--- src/rtl/fetch_queue.sv ---
// fetch_queue
// Shallow FIFO between the IF stage and decode. Fetch pushes {PC, instruction}
// pairs, and decode pops the oldest pair through a valid/ready handshake. The
// head entry is read combinationally, so the FIFO is first-word-fall-through
// with one cycle of latency from push to visibility. A redirect (kill) squashes
// every queued wrong-path entry.
//
// Ports:
//   CLK         clock; all state updates on the rising edge
//   rst_n       asynchronous active-low reset
//   f_valid     fetch presents a valid pair this cycle
//   f_pc        PC of the fetched instruction
//   f_instr     instruction word for f_pc
//   f_ready     queue can accept a pair (feeds the IF stall input)
//   kill        branch/jump redirect; flush all entries
//   d_valid     head entry valid toward decode
//   d_ready     decode accepts the head this cycle
//   d_pc        head PC (0 when d_valid is 0)
//   d_instr     head instruction (NOP when d_valid is 0)
//   d_misalign  head PC had nonzero low bits when it was pushed
//   count       number of occupied entries, 0..DEPTH
module fetch_queue #(
    parameter int          DEPTH = 2,
    parameter logic [31:0] NOP   = 32'h0000_0000
) (
    input  logic                       CLK,
    input  logic                       rst_n,
    input  logic                       f_valid,
    input  logic [31:0]                f_pc,
    input  logic [31:0]                f_instr,
    output logic                       f_ready,
    input  logic                       kill,
    output logic                       d_valid,
    input  logic                       d_ready,
    output logic [31:0]                d_pc,
    output logic [31:0]                d_instr,
    output logic                       d_misalign,
    output logic [$clog2(DEPTH):0]     count
);

    localparam int PW = $clog2(DEPTH);
    localparam int CW = PW + 1;

    logic [31:0]   entryPc_q    [DEPTH];
    logic [31:0]   entryInstr_q [DEPTH];
    logic          entryMis_q   [DEPTH];

    logic [PW-1:0] rdPtr_q, rdPtr_d;
    logic [PW-1:0] wrPtr_q, wrPtr_d;
    logic [CW-1:0] count_q, count_d;

    logic          push;
    logic          pop;

    // f_ready depends only on registered occupancy. This keeps the IF stall
    // input free of any combinational path from decode or from the redirect.
    // d_valid is masked by kill so that decode cannot consume a wrong-path
    // entry in the same cycle the redirect arrives.
    always_comb begin
        f_ready = (count_q != CW'(DEPTH));
        d_valid = (count_q != '0) && !kill;
        push    = f_valid && f_ready && !kill;
        pop     = d_valid && d_ready;
    end

    // Next-state pointer and occupancy logic. A kill overrides any push or pop
    // and returns the queue to its empty state. A simultaneous push and pop
    // advances both pointers and leaves the count unchanged. Pointers wrap
    // naturally because DEPTH is a power of two.
    always_comb begin
        rdPtr_d = rdPtr_q;
        wrPtr_d = wrPtr_q;
        count_d = count_q;
        if (kill) begin
            rdPtr_d = '0;
            wrPtr_d = '0;
            count_d = '0;
        end else begin
            if (push) begin
                wrPtr_d = wrPtr_q + PW'(1);
            end
            if (pop) begin
                rdPtr_d = rdPtr_q + PW'(1);
            end
            case ({push, pop})
                2'b10:   count_d = count_q + CW'(1);
                2'b01:   count_d = count_q - CW'(1);
                default: count_d = count_q;
            endcase
        end
    end

    // Pointer and occupancy registers. Asserting reset drops every entry at
    // once, without waiting for a clock edge.
    always_ff @(posedge CLK or negedge rst_n) begin
        if (!rst_n) begin
            rdPtr_q <= '0;
            wrPtr_q <= '0;
            count_q <= '0;
        end else begin
            rdPtr_q <= rdPtr_d;
            wrPtr_q <= wrPtr_d;
            count_q <= count_d;
        end
    end

    // Entry storage is not reset. The count register alone decides which
    // entries are meaningful. The misalign flag is captured from the PC at
    // push time so that decode can raise the exception later.
    always_ff @(posedge CLK) begin
        if (push) begin
            entryPc_q[wrPtr_q]    <= f_pc;
            entryInstr_q[wrPtr_q] <= f_instr;
            entryMis_q[wrPtr_q]   <= (f_pc[1:0] != 2'b00);
        end
    end

    // Head-of-queue outputs are read straight from the storage, giving
    // first-word-fall-through behaviour. When there is no valid head, these
    // outputs show safe idle values: PC 0, NOP, and no misalign flag.
    always_comb begin
        d_pc       = d_valid ? entryPc_q[rdPtr_q]    : 32'h0;
        d_instr    = d_valid ? entryInstr_q[rdPtr_q] : NOP;
        d_misalign = d_valid ? entryMis_q[rdPtr_q]   : 1'b0;
        count      = count_q;
    end

endmodule

--- config.mk ---
export PLATFORM = sky130hd
export DESIGN_NAME = fetch_queue
export DESIGN_NICKNAME = d
export VERILOG_FILES = /design/src/rtl/fetch_queue.sv
export SDC_FILE = /design/constraint.sdc
export NUM_CORES = 1
export LEC_CHECK = 0
export ABC_AREA = 1
export CAP_MARGIN = 5
export CORE_ASPECT_RATIO = 1.1
export CORE_MARGIN = 10
export CORE_UTILIZATION = 25
export CTS_CLUSTER_SIZE = 24
export DETAILED_ROUTE_END_ITERATION = 16
export PLACE_DENSITY = 0.47
export RECOVER_POWER = 50
export SLEW_MARGIN = 20
export SYNTH_ARGS = -nofsm -noshare
export SYNTH_HDL_FRONTEND = slang
export SYNTH_SLANG_ARGS = --single-unit
--- constraint.sdc ---
create_clock -name CLK -period 6.05 [get_ports CLK]
set_clock_uncertainty 0.15 [all_clocks]
set_input_delay 0.605 -clock CLK [delete_from_list [all_inputs] [get_ports CLK]]
set_output_delay 0.605 -clock CLK [all_outputs]
set_load 0.05 [all_outputs]
==> flow_metrics.py <==
metrics = {
    "logic_synthesis": {
        "ys_seq_area_share_pct": 72.93,
        "synth_nets": 448,
        "ys_ff_latch": 134,
        "yosys_most_used_dff": "edfxtp_1",
        "synth_top_area_share_pct": 71.10,
        "synthesis.area_sq_um": 5490,
        "yosysWarningCount": 0,
        "synth_edf_count": 130,
        "yosys.area.top_type": "edfxtp_1",
        "synth_most_common_cell": "edfxtp_1",
        "syn_inst": 379,
        "synthTopCellsByCount": "130 x edfxtp_1, 80 x nand2_1, 59 x inv_1",
        "synth.distinct_cells": 19,
        "synth_area_leaders": "edfxtp_1 71%, mux2_1 11%, nand2_1 5.5%",
        "async_reset_ff_share_pct": 2.985,
        "syn_area_per_cell_sq_um": 14.49,
    },
    "drt": {
        "totalWireLength_um": 12540,
        "dr_total_vias": 3228,
        "drc": 0,
        "drtPass1Iterations": 4,
        "drt_iter0_drc": 139,
        "vias_per_cell": 3.903,
        "wire_per_inst_um": 15.16,
        "ant_nets": 0,
    },
    "run_status": {
        "violations": "max-capacitance violations, max-slew violations",
        "status": "finished, violations left",
    },
    "worst_hold_path": {
        "min_path_type": "in -> async",
    },
    "critical_path": {
        "worstReg2RegStart": "count[0]",
        "critPathMaxStageDelay_ns": 0.81,
        "cp_max_fo": 37,
        "r2r_cells": 5,
        "slowest_stage": "clkdlybuf4s50_1",
        "worstPathArrival_ns": 3.53,
        "worstPathCellList": "dlygate4sd3_1 -> nor2_4 -> buf_4 -> nand2_1 -> inv_1 -> clkdlybuf4s50_1",
        "path_class": "in -> out",
        "required_ns": 5.29,
        "reg2reg_to": "entryPc_q[1][15]",
        "startpoint_type": "input port",
        "r2r_slack_ns": 3.21,
        "setup.worst_path.end_class": "output pin",
    },
    "finish": {
        "fin_nets": 594,
        "drive_gt1_share_pct": 11.36,
        "num_antenna_cells": 0,
        "final_cell_area_sq_um": 7769,
        "areaGrowthSynthToFinish_pct": 41.50,
        "utilization_pct": 36.23,
    },
    "sta": {
        "drv_slew": 67,
        "hold_viol": 0,
        "setup_viol": 0,
        "period_needed_ns": 4.286,
        "timing.fmax_mhz": 233.3,
        "rsz0062_at_grt": "no",
        "fin_crit_sh_pct": 70.85,
        "worst_hold_slack_ns": 0.3203,
        "worstMarginPinSlew_ns": 1.993,
        "finalSetupTns_ns": 0,
        "relSlewSlack_pct": -32.85,
    },
    "floorplan": {
        "ioPinCount": 138,
        "initial_core_util_pct": 25.61,
        "core-area_sq_um": 21440,
        "die-area_sq_um": 28300,
        "die_h_um": 175.4,
        "die_x_um": 161.3,
        "rows": 56,
    },
    "grt": {
        "grt-ovfl-total": 0,
        "grt_max_degree": 68,
        "antenna_found_initial": 0,
        "grt_pass1_vias": 3649,
        "grt_usage_pct": 9.120,
        "grt_pass1_wl_um": 20040,
    },
    "cts": {
        "clkSinkCount": 134,
        "numCtsBuffers": 17,
        "htree_levels": 4,
        "cts_root_buf": "clkbuf_16",
        "cts_resized": 0,
        "clk_pin_slew_ns": 0.06,
        "clk_latency_ns": 0.41,
        "hold_buffers": 0,
        "clockBufferDepth": 2,
        "cts_tree": "built",
        "cts_setup_buffers": 0,
    },
    "power_and_ir_drop": {
        "ir_worst_vdd_v": 0.0002393,
        "powerDensity_nw_per_um2": 421.4,
        "p_leak_uw": 0.003073,
    },
    "flow_run": {
        "maxCapViolations": 2,
    },
    "placed_design": {
        "placed_area_sq_um": 7164,
        "io_buffers": 137,
        "dp_hpwl_um": 8250,
        "gp_congestion": 0.7287,
    },
}
per-layer routing:
metal	up-vias	part of all wire, %	GRT usage [%]
met2	90	48	14.74
li1	1566	-	-
met1	1563	44	10.44
met3	9	6.9	4.326
met4	0	0.91	2.959
met5	-	0	0
registers in the layout (all words and copies together), names as in the netlist:
name,count
count,2
entryInstr_q,64
entryPc_q,64
wrPtr_q,1
entryMis_q,2
rdPtr_q,1
worst max-delay path by stage:
stage          startpoint            endpoint  slack, ns  cells after the start
2_1_floorplan    count[0]  entryInstr_q[1][0]       1.75                      4
3_3_place_gp         kill         d_instr[31]       1.80                      6
3_5_place_dp         kill         d_instr[31]       1.74                      6
4_1_cts              kill         d_instr[31]       1.73                      6
5_1_grt              kill             d_pc[8]       1.51                      6
6_report             kill             d_pc[1]       1.76                      6
critical path, delay by kind of cell:
kind / cells / cell delay [ns]
simple gates: 2 / 0.83
buf+inv: 4 / 2.08
layout by cell type, fill, tap and decap left out:
cell type and n:
dlygate4sd3_1 66, nor2_4 1, edfxtp_1 130, mux2_2 11, clkinvlp_4 3, clkinv_4 3
nand2_1 80, inv_1 58, or2_0 1, nand4_1 1, clkbuf_1 3, nor3_4 1
clkinv_1 1, nand2_2 2, clkbuf_16 17, clkinv_2 2, nand3_1 3, nor2_1 2
bufinv_16 4, dfrtp_1 3, o21ai_1 2, inv_2 14, dfrtp_4 1, a21oi_1 1
clkdlybuf4s50_1 71, buf_4 2, mux2_1 54
kinds of logic (layout without fill, tap and decap cells):
kind of cell    count (synthesis)  after routing  share of synthesized area, %
simple gates                   91             91                         6.632
buf+inv                        86            244                         6.837
mux                            65             65                         13.33
compound gates                  3              3                        0.2734
flops                         134            134                         72.93
report_power, final:
| part | switching (uW) | leakage (uW) | total [uW] | internal [uW] |
|---|---|---|---|---|
| clock | 379 | 0.000289 | 1060 | 685 |
| sequential | 79.0 | 0.00124 | 1190 | 1110 |
| combinational | 667 | 0.00154 | 1020 | 351 |
area by class of cell:
class                   instances  area [sq um]
clock buffers                  18         429.2
clock inverters                13         182.7
fillers                      2169         13670
inverters                      72         270.3
multi-input cells             159          1122
flip-flops and latches        134          4008
well taps                     290         362.8
repair buffers                141          1394
per-stage QoR:
step	setup slack (ns)	std cells	total power, uW
after floorplan	1.748	379	1910
after global placement	1.796	796	2257
after detailed placement	1.743	796	2264
after CTS	1.733	827	3353
after global routing	1.508	827	3447
final	1.764	827	3274
No activity file was read; power rests on OpenSTA's default activity.
